## src/rtl/soc_cpu_router.sv

```systemverilog
// soc_cpu_router: 1-to-NUM_TGT router from the CPU native memory port to SOC targets.
// Each request is decoded against a base/mask table, where the lowest matching entry wins.
// A hit is forwarded to that target, which holds the request until tgt_rdy arrives.
// A decode miss gets an ERR_RDATA response and an error pulse.
// Defining SOC_CPU_ROUTER_TIMEOUT_EN adds a per-access watchdog:
//   - after TIMEOUT_CYC ACCESS cycles the access is abandoned
//   - the abandoned access returns an error response.
//
// Ports:
//   clk, rst             clock, synchronous active-high reset
//   cpu_valid/addr/wdata/wstrb   CPU request (wstrb == 0 is a read)
//   cpu_ready/rdata      one-cycle completion pulse and read data
//   tgt_vld              one-hot target request
//   tgt_addr/we/wdat     shared word address, byte strobes, write data
//   tgt_rdy/tgt_rdat     per-target completion and packed read data
//   err_pulse/addr/cnt   error pulse, last error byte address, saturating error count
module soc_cpu_router #(
  parameter int unsigned           NUM_TGT     = 4,
  parameter logic [NUM_TGT*32-1:0] TGT_BASE    = {32'h4000_0000, 32'h2000_0000,
                                                  32'h1000_0000, 32'h0000_0000},
  parameter logic [NUM_TGT*32-1:0] TGT_MASK    = {32'hC000_0000, 32'hE000_0000,
                                                  32'hF000_0000, 32'hF000_0000},
  parameter int unsigned           TIMEOUT_CYC = 256,
  parameter logic [31:0]           ERR_RDATA   = 32'hDEAD_BEEF
) (
  input  logic                    clk,
  input  logic                    rst,
  input  logic                    cpu_valid,
  input  logic [31:0]             cpu_addr,
  input  logic [31:0]             cpu_wdata,
  input  logic [3:0]              cpu_wstrb,
  output logic                    cpu_ready,
  output logic [31:0]             cpu_rdata,
  output logic [NUM_TGT-1:0]      tgt_vld,
  output logic [29:0]             tgt_addr,
  output logic [3:0]              tgt_we,
  output logic [31:0]             tgt_wdat,
  input  logic [NUM_TGT-1:0]      tgt_rdy,
  input  logic [NUM_TGT*32-1:0]   tgt_rdat,
  output logic                    err_pulse,
  output logic [31:0]             err_addr,
  output logic [15:0]             err_cnt
);

  localparam logic [1:0] S_IDLE   = 2'd0;
  localparam logic [1:0] S_ACCESS = 2'd1;
  localparam logic [1:0] S_RESP   = 2'd2;

  logic [1:0]         state_q,     state_d;
  logic               cpu_ready_q, cpu_ready_d;
  logic [31:0]        cpu_rdata_q, cpu_rdata_d;
  logic [NUM_TGT-1:0] tgt_vld_q,   tgt_vld_d;
  logic [29:0]        tgt_addr_q,  tgt_addr_d;
  logic [3:0]         tgt_we_q,    tgt_we_d;
  logic [31:0]        tgt_wdat_q,  tgt_wdat_d;
  logic               err_pulse_q, err_pulse_d;
  logic [31:0]        err_addr_q,  err_addr_d;
  logic [15:0]        err_cnt_q,   err_cnt_d;

`ifdef SOC_CPU_ROUTER_TIMEOUT_EN
  localparam logic [15:0] TMO_LAST = 16'(TIMEOUT_CYC - 1);
  logic [15:0] tmo_q,     tmo_d;
  // byte offset kept so a timeout can report the full byte address
  logic [1:0]  addr_lo_q, addr_lo_d;
`else
  // TIMEOUT_CYC only matters in the timeout build
  localparam int unsigned UNUSED_TMO_CYC = TIMEOUT_CYC;
`endif

  logic [NUM_TGT-1:0] hit_oh_c;
  logic               hit_c;
  logic               sel_rdy_c;
  logic [31:0]        sel_rdat_c;

  // Address decode: lowest matching table entry wins
  always_comb begin
    hit_oh_c = '0;
    hit_c    = 1'b0;
    for (int unsigned i = 0; i < NUM_TGT; i++) begin
      if (!hit_c && ((cpu_addr & TGT_MASK[i*32 +: 32]) ==
                     (TGT_BASE[i*32 +: 32] & TGT_MASK[i*32 +: 32]))) begin
        hit_oh_c[i] = 1'b1;
        hit_c       = 1'b1;
      end
    end
  end

  // Only the currently selected target's ready/data are observed
  always_comb begin
    sel_rdy_c  = |(tgt_rdy & tgt_vld_q);
    sel_rdat_c = '0;
    for (int unsigned i = 0; i < NUM_TGT; i++) begin
      if (tgt_vld_q[i]) sel_rdat_c = sel_rdat_c | tgt_rdat[i*32 +: 32];
    end
  end

  // Next-state and registered-output logic
  always_comb begin
    state_d     = state_q;
    cpu_ready_d = 1'b0;
    cpu_rdata_d = cpu_rdata_q;
    tgt_vld_d   = tgt_vld_q;
    tgt_addr_d  = tgt_addr_q;
    tgt_we_d    = tgt_we_q;
    tgt_wdat_d  = tgt_wdat_q;
    err_pulse_d = 1'b0;
    err_addr_d  = err_addr_q;
    err_cnt_d   = err_cnt_q;
`ifdef SOC_CPU_ROUTER_TIMEOUT_EN
    tmo_d       = tmo_q;
    addr_lo_d   = addr_lo_q;
`endif

    case (state_q)
      S_IDLE: begin
        if (cpu_valid) begin
          tgt_addr_d = cpu_addr[31:2];
          tgt_we_d   = cpu_wstrb;
          tgt_wdat_d = cpu_wdata;
`ifdef SOC_CPU_ROUTER_TIMEOUT_EN
          addr_lo_d  = cpu_addr[1:0];
          tmo_d      = '0;
`endif
          if (hit_c) begin
            tgt_vld_d = hit_oh_c;
            state_d   = S_ACCESS;
          end else begin
            // miss: no target is strobed, writes are dropped
            cpu_ready_d = 1'b1;
            cpu_rdata_d = ERR_RDATA;
            err_pulse_d = 1'b1;
            err_addr_d  = cpu_addr;
            state_d     = S_RESP;
          end
        end
      end
      S_ACCESS: begin
`ifdef SOC_CPU_ROUTER_TIMEOUT_EN
        tmo_d = tmo_q + 16'd1;
`endif
        if (sel_rdy_c) begin
          cpu_rdata_d = sel_rdat_c;
          cpu_ready_d = 1'b1;
          tgt_vld_d   = '0;
          state_d     = S_RESP;
        end
`ifdef SOC_CPU_ROUTER_TIMEOUT_EN
        else if (tmo_q == TMO_LAST) begin
          cpu_rdata_d = ERR_RDATA;
          cpu_ready_d = 1'b1;
          tgt_vld_d   = '0;
          err_pulse_d = 1'b1;
          err_addr_d  = {tgt_addr_q, addr_lo_q};
          state_d     = S_RESP;
        end
`endif
      end
      S_RESP: begin
        // cpu_ready is high this cycle; incoming cpu_valid is ignored
        state_d = S_IDLE;
      end
      default: begin
        tgt_vld_d = '0;
        state_d   = S_IDLE;
      end
    endcase

    // Saturating error counter
    if (err_pulse_d && (err_cnt_q != 16'hFFFF)) err_cnt_d = err_cnt_q + 16'd1;
  end

  // State and output registers
  always_ff @(posedge clk) begin
    if (rst) begin
      state_q     <= S_IDLE;
      cpu_ready_q <= 1'b0;
      cpu_rdata_q <= '0;
      tgt_vld_q   <= '0;
      tgt_addr_q  <= '0;
      tgt_we_q    <= '0;
      tgt_wdat_q  <= '0;
      err_pulse_q <= 1'b0;
      err_addr_q  <= '0;
      err_cnt_q   <= '0;
`ifdef SOC_CPU_ROUTER_TIMEOUT_EN
      tmo_q       <= '0;
      addr_lo_q   <= '0;
`endif
    end else begin
      state_q     <= state_d;
      cpu_ready_q <= cpu_ready_d;
      cpu_rdata_q <= cpu_rdata_d;
      tgt_vld_q   <= tgt_vld_d;
      tgt_addr_q  <= tgt_addr_d;
      tgt_we_q    <= tgt_we_d;
      tgt_wdat_q  <= tgt_wdat_d;
      err_pulse_q <= err_pulse_d;
      err_addr_q  <= err_addr_d;
      err_cnt_q   <= err_cnt_d;
`ifdef SOC_CPU_ROUTER_TIMEOUT_EN
      tmo_q       <= tmo_d;
      addr_lo_q   <= addr_lo_d;
`endif
    end
  end

  assign cpu_ready = cpu_ready_q;
  assign cpu_rdata = cpu_rdata_q;
  assign tgt_vld   = tgt_vld_q;
  assign tgt_addr  = tgt_addr_q;
  assign tgt_we    = tgt_we_q;
  assign tgt_wdat  = tgt_wdat_q;
  assign err_pulse = err_pulse_q;
  assign err_addr  = err_addr_q;
  assign err_cnt   = err_cnt_q;

endmodule
```

## config.mk

```make
export PLATFORM = sky130hd
export DESIGN_NAME = soc_cpu_router
export DESIGN_NICKNAME = d
export VERILOG_FILES = /design/src/rtl/soc_cpu_router.sv
export SDC_FILE = /design/constraint.sdc
export NUM_CORES = 1
export LEC_CHECK = 0
export CORE_UTILIZATION = 34
export DETAILED_ROUTE_END_ITERATION = 8
export GPL_TIMING_DRIVEN = 1
export PLACE_DENSITY = 0.76
export REMOVE_ABC_BUFFERS = 1
export SYNTH_ARGS = -nofsm -noshare
export SYNTH_HDL_FRONTEND = slang
export SYNTH_SLANG_ARGS = --single-unit
```

## constraint.sdc

```tcl
create_clock -name clk -period 1.85 [get_ports clk]
set_input_delay 0.37 -clock clk [delete_from_list [all_inputs] [get_ports clk]]
set_output_delay 0.37 -clock clk [all_outputs]
set_load 0.05 [all_outputs]
```

==> results of run 1 <==
==> worst paths after layout <==
check                           slack [ns]           end  cells after the start         start
worst max-delay path                 -0.03   err_cnt[15]                      4    state_q[1]
worst min register to register        0.45  tgt_wdat[31]                      2  tgt_wdat[31]
worst min-delay path                  0.35     err_pulse                      2           rst
worst max register to register       -0.03   err_cnt[15]                      4    state_q[1]
==> layout by cell type (no fill, tap or decap), types with 6 or more instances in the layout <==
cell type	n
sky130_fd_sc_hd__dfxtp_1	151
sky130_fd_sc_hd__clkdlybuf4s50_1	199
sky130_fd_sc_hd__clkbuf_16	17
sky130_fd_sc_hd__a22oi_1	72
sky130_fd_sc_hd__o31ai_1	9
sky130_fd_sc_hd__dlygate4sd2_1	41
sky130_fd_sc_hd__or4_1	7
sky130_fd_sc_hd__nand2_1	207
sky130_fd_sc_hd__nor2_1	42
sky130_fd_sc_hd__buf_12	14
sky130_fd_sc_hd__clkinv_4	6
sky130_fd_sc_hd__a311oi_1	23
sky130_fd_sc_hd__buf_4	151
sky130_fd_sc_hd__inv_1	8
sky130_fd_sc_hd__a21oi_1	110
sky130_fd_sc_hd__nand4_1	7
==> final cells by class <==
class / count / area (um^2)
clock inverters: 12 / 96.3
clock buffers: 20 / 447
inverters: 8 / 30.0
repair buffers: 405 / 3760
fillers: 1576 / 6920
flip-flops and latches: 154 / 3090
multi-input cells: 532 / 2850
well taps: 225 / 282
==> power by group through the flow <==
stage	Combinational (mW)	Clock, mW	Sequential, mW
final	2.31	3.20	3.64
after global routing	2.45	3.41	3.67
after CTS	2.32	3.27	3.64
after detailed placement	2.35	0	3.72
after global placement	2.33	0	3.71
after floorplan	0.427	0	4.46
==> registers in the layout, summed over array words and instances, names as in the netlist <==
signal / count
cpu_rdata: 32
state_q: 2
tgt_addr: 30
tgt_vld: 4
err_cnt: 16
tgt_wdat: 32
err_addr: 32
tgt_we: 4
err_pulse: 1
cpu_ready: 1
==> metal layers <==
layer	routed length [um]	share of wire (%)	up-vias	global-route usage, %
li1	-	-	3400	-
met1	9760	43	3207	30.5
met2	10900	48	278	38.3
met3	1360	6.0	61	5.78
met4	750	3.3	0	10.9
met5	0	0	-	0
==> cells by family (layout without fill, tap and decap cells) <==
group	after synthesis	after routing	synth area share (%)
AO/OA/AOI/OAI	237	237	24.9
adder cells (fa/ha/maj)	1	1	0.204
buffers and inverters	74	445	4.56
flip-flops	154	154	50.2
multiplexers	2	2	0.326
AND/OR/NAND/NOR	292	292	19.9
==> through the flow <==
step	power (mW)	setup TNS (ns)	worst slack [ns]	cells
after detailed placement	6.06	-18.19	-0.624	1324
after global placement	6.03	-13.63	-0.569	1324
after CTS	9.23	-0.0151	-0.0151	1356
after global routing	9.53	-0.213	-0.0722	1356
final	9.16	-0.0269	-0.0269	1356
after floorplan	4.89	-115.74	-1.95	694
==> timing repair <==
| item | 4_1_cts | 5_1_grt |
|---|---|---|
| pin swaps | 0 | 3 |
| setup endpoints to repair | 50 | 10 |
| resized for setup | 46 | 10 |
| buffers inserted | 0 | 0 |
| cloned | 0 | 0 |
==> tab_implementation.tex, run 1 <==
\begin{tabular}{lr}
\hline
Metric & Value \\
\hline
\multicolumn{2}{l}{\textbf{Synthesis}} \\
\quad Yosys warning count & 0 \\
\quad Share of flip-flops with an asynchronous set or reset after synthesis & 0\% \\
\quad Primary flip-flop cell chosen by synthesis mapping & sky130\_fd\_sc\_hd\_\_dfxtp\_1 \\
\quad Yosys top cell by area & sky130\_fd\_sc\_hd\_\_dfxtp\_1 \\
\quad Count of cell types in the netlist & between 40 and 50 \\
\quad Fraction of post-synthesis cell area in the top cell type by area & 50.2\% \\
\quad Portion of the post-synthesis area used by sequential elements & between 50\% and 60\% \\
\quad Most frequently used cell type in the post-synthesis netlist & sky130\_fd\_sc\_hd\_\_nand2\_1 \\
\quad Count of flip-flops with a built-in enable after synthesis & 0 \\
\quad Avg Cell Area, Syn & slightly above 8 um\^{}2 \\
\quad Most used standard cells in the synthesized netlist & sky130\_fd\_sc\_hd\_\_nand2\_1 (208), sky130\_fd\_sc\_hd\_\_dfxtp\_1 (154), sky130\_fd\_sc\_hd\_\_a21oi\_1 (112), sky130\_fd\_sc\_hd\_\_a22oi\_1 (72), sky130\_fd\_sc\_hd\_\_clkbuf\_1 (57) \\
\quad Largest cells by area after synthesis & sky130\_fd\_sc\_hd\_\_dfxtp\_1 (50\%), sky130\_fd\_sc\_hd\_\_nand2\_1 (13\%), sky130\_fd\_sc\_hd\_\_a21oi\_1 (9.1\%) \\
\quad Syn Std Cell Area & roughly 0.0061 mm\^{}2 \\
\quad Flip-flop and latch count after synthesis & 154 \\
\quad Gate Count Post-Synth & 760 \\
\multicolumn{2}{l}{\textbf{Detailed routing}} \\
\quad DRT Wirelength & 22.7 mm \\
\quad Initial DRC Count & around 400 \\
\quad Detailed-route vias per instance & between 5 and 6 \\
\quad DRT antenna net count & 0 \\
\quad Post-DR wirelength/cell & between 15 and 20 um \\
\quad Number of design rule violations left after detail routing & 0 \\
\quad Count of TritonRoute iterations in the first routing pass & 7 \\
\quad Via count & between 6000 and 7000 \\
\multicolumn{2}{l}{\textbf{Global routing}} \\
\quad Maximum number of pins on one net before global-route repair & 67 \\
\quad Total Routing Usage GR & between 20\% and 30\% \\
\quad First-pass GRT wire length & 34.4 mm \\
\quad Via count of the first global-routing pass & 6500 \\
\quad Global-route congestion overflow total & 0 \\
\quad Number of antenna violations at the first check in global routing & 0 \\
\multicolumn{2}{l}{\textbf{Worst setup path}} \\
\quad Cell chain of the critical path & nand4bb\_4 > or4\_4 > or4\_4 > a21oi\_2 \\
\quad Type of the setup path with the least slack & reg2reg \\
\quad Biggest fanout along the worst timing path & 8 \\
\quad Most common cell on crit path & sky130\_fd\_sc\_hd\_\_or4\_4 \\
\quad Crit path launch type & register \\
\quad Largest stage delay on the critical path & 0.60 ns \\
\quad Type of destination of the critical path & register \\
\quad Worst endpoint required time & between 2 and 2.5 ns \\
\quad Cell with the largest stage delay on the worst path & sky130\_fd\_sc\_hd\_\_or4\_4 \\
\quad Data arrival time at the worst-slack endpoint & roughly 2.2 ns \\
\quad Critical path buffer and inverter count & 0 \\
\quad Category of cells accounting for the largest share of critical-path delay & simple AND/OR/NAND/NOR gates \\
\multicolumn{2}{l}{\textbf{Die}} \\
\quad Horizontal die dimension & roughly 140 um \\
\quad Die area & $\sim$0.019 mm\^{}2 \\
\quad Rows & 48 \\
\quad Boundary pin count & $\sim$360 \\
\quad Die extent in y & 136 um \\
\quad Area of the core region & $\sim$0.017 mm\^{}2 \\
\quad Initial Utilization & about a third \\
\multicolumn{2}{l}{\textbf{Timing}} \\
\quad Final Cycle Share & 101\% \\
\quad Unrepaired setup endpoints after global routing & yes \\
\quad Max-slew violation count & 0 \\
\quad Transition time of the tightest slew-check pin & around 0.53 ns \\
\quad Max-slew headroom at the worst pin & between 60\% and 70\% \\
\quad Min Hold Slack & between 0.3 and 0.4 ns \\
\quad Final worst slack & -0.0269 ns \\
\quad Shortest clock period the worst path allows after layout & between 1.5 and 2 ns \\
\quad Setup violators final & 1 \\
\quad Clk\_skew & approximately 0.0048 ns \\
\quad Hold Violations, Final & 0 \\
\quad Achievable frequency & between 500 and 600 MHz \\
\multicolumn{2}{l}{\textbf{Clock tree}} \\
\quad Number of CTS-inserted buffers & 17 \\
\quad CTS clock-pin slew for the worst setup and hold paths & about 0.060 ns \\
\quad Clock Sink Count & 154 \\
\quad CTS Buffer Depth & 2 \\
\quad Master cell of the clock root buffer & sky130\_fd\_sc\_hd\_\_clkbuf\_16 \\
\quad Hold buffer count at cts & 0 \\
\quad Worst skew pair latency & roughly 0.42 ns \\
\quad Clock tree from TritonCTS & done \\
\quad Deepest level of the CTS H-tree & 4 \\
\multicolumn{2}{l}{\textbf{Placement}} \\
\quad Detailed-placement wirelength estimate & approximately 17 mm \\
\quad Area of placed instances & between 0.01 and 0.015 mm\^{}2 \\
\quad Gpl congestion & roughly 0.87 \\
\quad Count of input and output buffers & roughly 350 \\
\multicolumn{2}{l}{\textbf{Power}} \\
\quad Switching power share of the total & approximately 32\% \\
\quad Largest vdd supply drop & 639 uV \\
\quad Total leakage power & roughly 4.2 nW \\
\quad Power per cell area & around 870 mW/mm\^{}2 \\
\quad Comb pwr share & 25.2\% \\
\quad Internal power contribution & $\sim$6.2 mW \\
\quad Total net switching power & around 3 mW \\
\quad Relative contribution of sequential cells to total power & about two fifths \\
\quad Proportion of power drawn by the clock network & about a third \\
\multicolumn{2}{l}{\textbf{Layout}} \\
\quad Antenna fix cells & 0 \\
\quad Synth-to-layout area growth & 71.7\% \\
\quad Post-route standard cell area excluding fillers & around 0.011 mm\^{}2 \\
\quad Core Util, Final & roughly 60\% \\
\quad Share of post-route cells with drive strength above 1 & a little under a fifth \\
\quad Final nets & about 1300 \\
\multicolumn{2}{l}{\textbf{Run status}} \\
\quad Run status & finished, violations left \\
\quad Violations in the final reports & setup timing \\
\multicolumn{2}{l}{\textbf{Job}} \\
\quad Reported max-cap violation count & 0 \\
\multicolumn{2}{l}{\textbf{Worst hold path}} \\
\quad Worst Hold Class & in2reg \\
\hline
\end{tabular}
Note: power is estimated with default switching activity, not from simulation.
==> run 2, diff against run 1 <==
--- a/config.mk
+++ b/config.mk
@@ -10,6 +10,7 @@
 export GPL_TIMING_DRIVEN = 1
 export PLACE_DENSITY = 0.76
 export REMOVE_ABC_BUFFERS = 1
+export SETUP_SLACK_MARGIN = 0.2
 export SYNTH_ARGS = -nofsm -noshare
 export SYNTH_HDL_FRONTEND = slang
 export SYNTH_SLANG_ARGS = --single-unit
==> run 2 against run 1 <==
  * The run now ends clean
  * Global-route usage is essentially flat
  * Clock skew rose by 0.00077 ns
  * Combinational power increased by 4%
  * Total power grew 1.0%
  * Core utilization increased by 0.59 points
  * Final cell count rose by 0.44%
  * Register-to-register slack better by 0.03 ns
  * Critical path depth unchanged
  * Cell area rose by 0.97%
  * Count of clock-buffer cells in the layout unchanged
  * First-iteration DRC count up 7.0%
==> tab_implementation.tex, run 2 (synthesized netlist as in run 1, its figures left out) <==
\begin{tabular}{lr}
\hline
Metric & Value \\
\hline
\multicolumn{2}{l}{\textbf{Job}} \\
\quad Reported max-cap violation count & 0 (unchanged) \\
\multicolumn{2}{l}{\textbf{Global routing}} \\
\quad Via count of the first global-routing pass & 6496 (-0.062\%) \\
\quad Number of antenna violations at the first check in global routing & 1 (+1) \\
\quad Total Routing Usage GR & 24.0\% (+0.048 points) \\
\quad Maximum number of pins on one net before global-route repair & 67 (unchanged) \\
\quad Fraction of met2 tracks used by global routing & 38.3\% (unchanged) \\
\quad First-pass GRT wire length & 34.5 mm (+0.24\%) \\
\quad GR met1 Demand/Resource & 30.5\% (+0.046 points) \\
\quad Top Usage Layer GRT & met2 \\
\quad Met3 layer usage reported by global route & 6.00\% (+0.22 points) \\
\quad Global-route congestion overflow total & 0 (unchanged) \\
\multicolumn{2}{l}{\textbf{Worst setup path}} \\
\quad Data arrival time at the worst-slack endpoint & 2.20 ns (-0.03 ns) \\
\quad Biggest fanout along the worst timing path & 7 (-1) \\
\quad Crit path launch type & register \\
\quad Type of the setup path with the least slack & reg2reg \\
\quad Type of destination of the critical path & register \\
\quad Worst endpoint required time & 2.20 ns (about the same) \\
\multicolumn{2}{l}{\textbf{Die}} \\
\quad Die area & 0.0186 mm\^{}2 (unchanged) \\
\quad Rows & 48 (unchanged) \\
\quad Area of the core region & 0.0175 mm\^{}2 (unchanged) \\
\quad Die extent in y & 136 um (unchanged) \\
\quad Boundary pin count & 355 (unchanged) \\
\quad Horizontal die dimension & 136 um (unchanged) \\
\quad Initial Utilization & 35.2\% (unchanged) \\
\multicolumn{2}{l}{\textbf{Clock tree}} \\
\quad Worst skew pair latency & 0.42 ns (about the same) \\
\quad Master cell of the clock root buffer & sky130\_fd\_sc\_hd\_\_clkbuf\_16 \\
\quad CTS Buffer Depth & 2 (unchanged) \\
\quad Number of CTS-inserted buffers & 17 (unchanged) \\
\quad Clock tree from TritonCTS & done \\
\quad CTS clock-pin slew for the worst setup and hold paths & 0.06 ns (about the same) \\
\quad Deepest level of the CTS H-tree & 4 (unchanged) \\
\quad Clock Sink Count & 154 (unchanged) \\
\quad Hold buffer count at cts & 0 (unchanged) \\
\multicolumn{2}{l}{\textbf{Detailed routing}} \\
\quad Initial DRC Count & 427 (+7.0\%) \\
\quad DRT antenna net count & 0 (unchanged) \\
\quad DRT Wirelength & 23.2 mm (+1.8\%) \\
\quad Detailed-route vias per instance & 5.16 (+0.81\%) \\
\quad Count of TritonRoute iterations in the first routing pass & 7 (unchanged) \\
\quad Post-DR wirelength/cell & 17.0 um (+1.4\%) \\
\quad Number of design rule violations left after detail routing & 0 (unchanged) \\
\quad Via count & 7033 (+1.3\%) \\
\multicolumn{2}{l}{\textbf{Power}} \\
\quad Largest vdd supply drop & 640 uV (+0.17\%) \\
\quad Power per cell area & 868 mW/mm\^{}2 (about the same) \\
\quad Total leakage power & 4.18 nW (-0.86\%) \\
\multicolumn{2}{l}{\textbf{Layout}} \\
\quad Core Util, Final & 61.0\% (+0.59 points) \\
\quad Synth-to-layout area growth & 73.4\% \\
\quad Final nets & 1327 (+0.38\%) \\
\quad Most common library cell in the layout ignoring fill and taps & sky130\_fd\_sc\_hd\_\_nand2\_1 \\
\quad Highest-count cells in the layout ignoring fill and taps & sky130\_fd\_sc\_hd\_\_nand2\_1 (207), sky130\_fd\_sc\_hd\_\_clkdlybuf4s50\_1 (197), sky130\_fd\_sc\_hd\_\_dfxtp\_1 (148) \\
\quad Share of post-route cells with drive strength above 1 & 24.3\% (+5.5 points) \\
\quad Post-route standard cell area excluding fillers & 0.0107 mm\^{}2 (+0.97\%) \\
\multicolumn{2}{l}{\textbf{Timing}} \\
\quad Clk\_skew & 0.00558 ns (+0.000770 ns) \\
\quad Transition time of the tightest slew-check pin & 0.481 ns (-0.0474 ns) \\
\quad Final Cycle Share & 99.9\% (-1.6 points) \\
\quad Setup violators final & 0 (-1) \\
\quad Fin Setup TNS & 0 ns (+0.0269 ns) \\
\quad Achievable frequency & 541 MHz (+1.6\%) \\
\quad Max-slew violation count & 0 (unchanged) \\
\quad Max-slew headroom at the worst pin & 68.1\% (+3.1 points) \\
\quad Unrepaired setup endpoints after global routing & yes \\
\quad Shortest clock period the worst path allows after layout & 1.85 ns (-0.0293 ns) \\
\quad Hold Violations, Final & 0 (unchanged) \\
\multicolumn{2}{l}{\textbf{Placement}} \\
\quad Area of placed instances & 0.0100 mm\^{}2 (unchanged) \\
\quad Gpl congestion & 0.874 (unchanged) \\
\quad Detailed-placement wirelength estimate & 16.7 mm (unchanged) \\
\quad Count of input and output buffers & 354 (unchanged) \\
\multicolumn{2}{l}{\textbf{Run status}} \\
\quad Run status & complete, no violations \\
\multicolumn{2}{l}{\textbf{Worst hold path}} \\
\quad Worst Hold Class & in2reg \\
\hline
\end{tabular}
## run 2: changes by cell type in the layout (fill, tap and decap cells not counted), moves of 3 or more
cell	before	now
sky130_fd_sc_hd__clkbuf_2	0	33
sky130_fd_sc_hd__nor2_2	0	13
sky130_fd_sc_hd__buf_6	0	4
sky130_fd_sc_hd__clkdlybuf4s15_2	0	5
sky130_fd_sc_hd__dfxtp_2	3	6
sky130_fd_sc_hd__dfxtp_1	151	148
sky130_fd_sc_hd__nor2_1	42	26
sky130_fd_sc_hd__buf_4	151	147
sky130_fd_sc_hd__nor2_4	0	3
sky130_fd_sc_hd__dlygate4sd2_1	41	3
## run 2: final timing paths
kind,slack (ns),cells after the start,to,startpoint
worst max-delay path,0.002,4,err_cnt[15],state_q[1]
worst min-delay path,0.35,2,err_pulse,rst
worst max register to register,0.002,4,err_cnt[15],state_q[1]
worst min register to register,0.45,2,err_addr[9],err_addr[9]
## run 2: worst max-delay path, stage by stage, from the launching register on
cell	delay (ns)
sky130_fd_sc_hd__dfxtp_2	0.32
sky130_fd_sc_hd__nand4bb_4	0.25
sky130_fd_sc_hd__or4_4	0.59
sky130_fd_sc_hd__or4_1	0.49
sky130_fd_sc_hd__a21oi_1	0.13
## run 2: through the flow
| step | hold slack (ns) | std cells | setup WS [ns] | power, mW |
|---|---|---|---|---|
| 3_5_place_dp | 0.447 | 1324 | -0.624 | 6.06 |
| 2_1_floorplan | 0.439 | 694 | -1.95 | 4.89 |
| 6_report | 0.351 | 1362 | 0.00243 | 9.25 |
| 3_3_place_gp | 0.441 | 1324 | -0.569 | 6.03 |
| 4_1_cts | 0.328 | 1357 | 0.000349 | 9.25 |
| 5_1_grt | 0.349 | 1362 | -0.0465 | 9.63 |
## run 2: metal layers
layer	wire, um	vias up
met2	11100	272
met1	9900	3285
met3	1410	62
met5	0	-
met4	777	0
li1	-	3414
## run 2: cell type report
| class | instances | area, um^2 |
|---|---|---|
| clock buffers | 20 | 447 |
| diodes | 1 | 2.50 |
| well taps | 225 | 282 |
| multi-input cells | 532 | 2930 |
| clock inverters | 12 | 96.3 |
| fillers | 1546 | 6820 |
| inverters | 8 | 30.0 |
| flip-flops and latches | 154 | 3090 |
| repair buffers | 410 | 3780 |
## run 2: timing repair
| item | in CTS | in global routing |
|---|---|---|
| resized for setup | 98 | 74 |
| pin swaps | 4 | 9 |
| setup endpoints to repair | 66 | 73 |
| buffers inserted | 1 | 1 |
| endpoints found under the hold margin | 0 | 0 |
| gates cloned | 0 | 3 |
## run 2: power by group
group | internal, mW | switching [mW] | total (mW)
clock | 1.76 | 1.43 | 3.19
sequential | 3.53 | 0.126 | 3.66
combinational | 0.975 | 1.42 | 2.40
total | 6.27 | 2.98 | 9.25
==> run 3, diff against run 2 <==
--- a/config.mk
+++ b/config.mk
@@ -8,6 +8,7 @@
 export CORE_UTILIZATION = 34
 export DETAILED_ROUTE_END_ITERATION = 8
 export GPL_TIMING_DRIVEN = 1
+export HOLD_SLACK_MARGIN = 0.1
 export PLACE_DENSITY = 0.76
 export REMOVE_ABC_BUFFERS = 1
 export SETUP_SLACK_MARGIN = 0.2
==> results of run 3 <==
The final DEF is identical to that of run 2; final timing and power are the same.
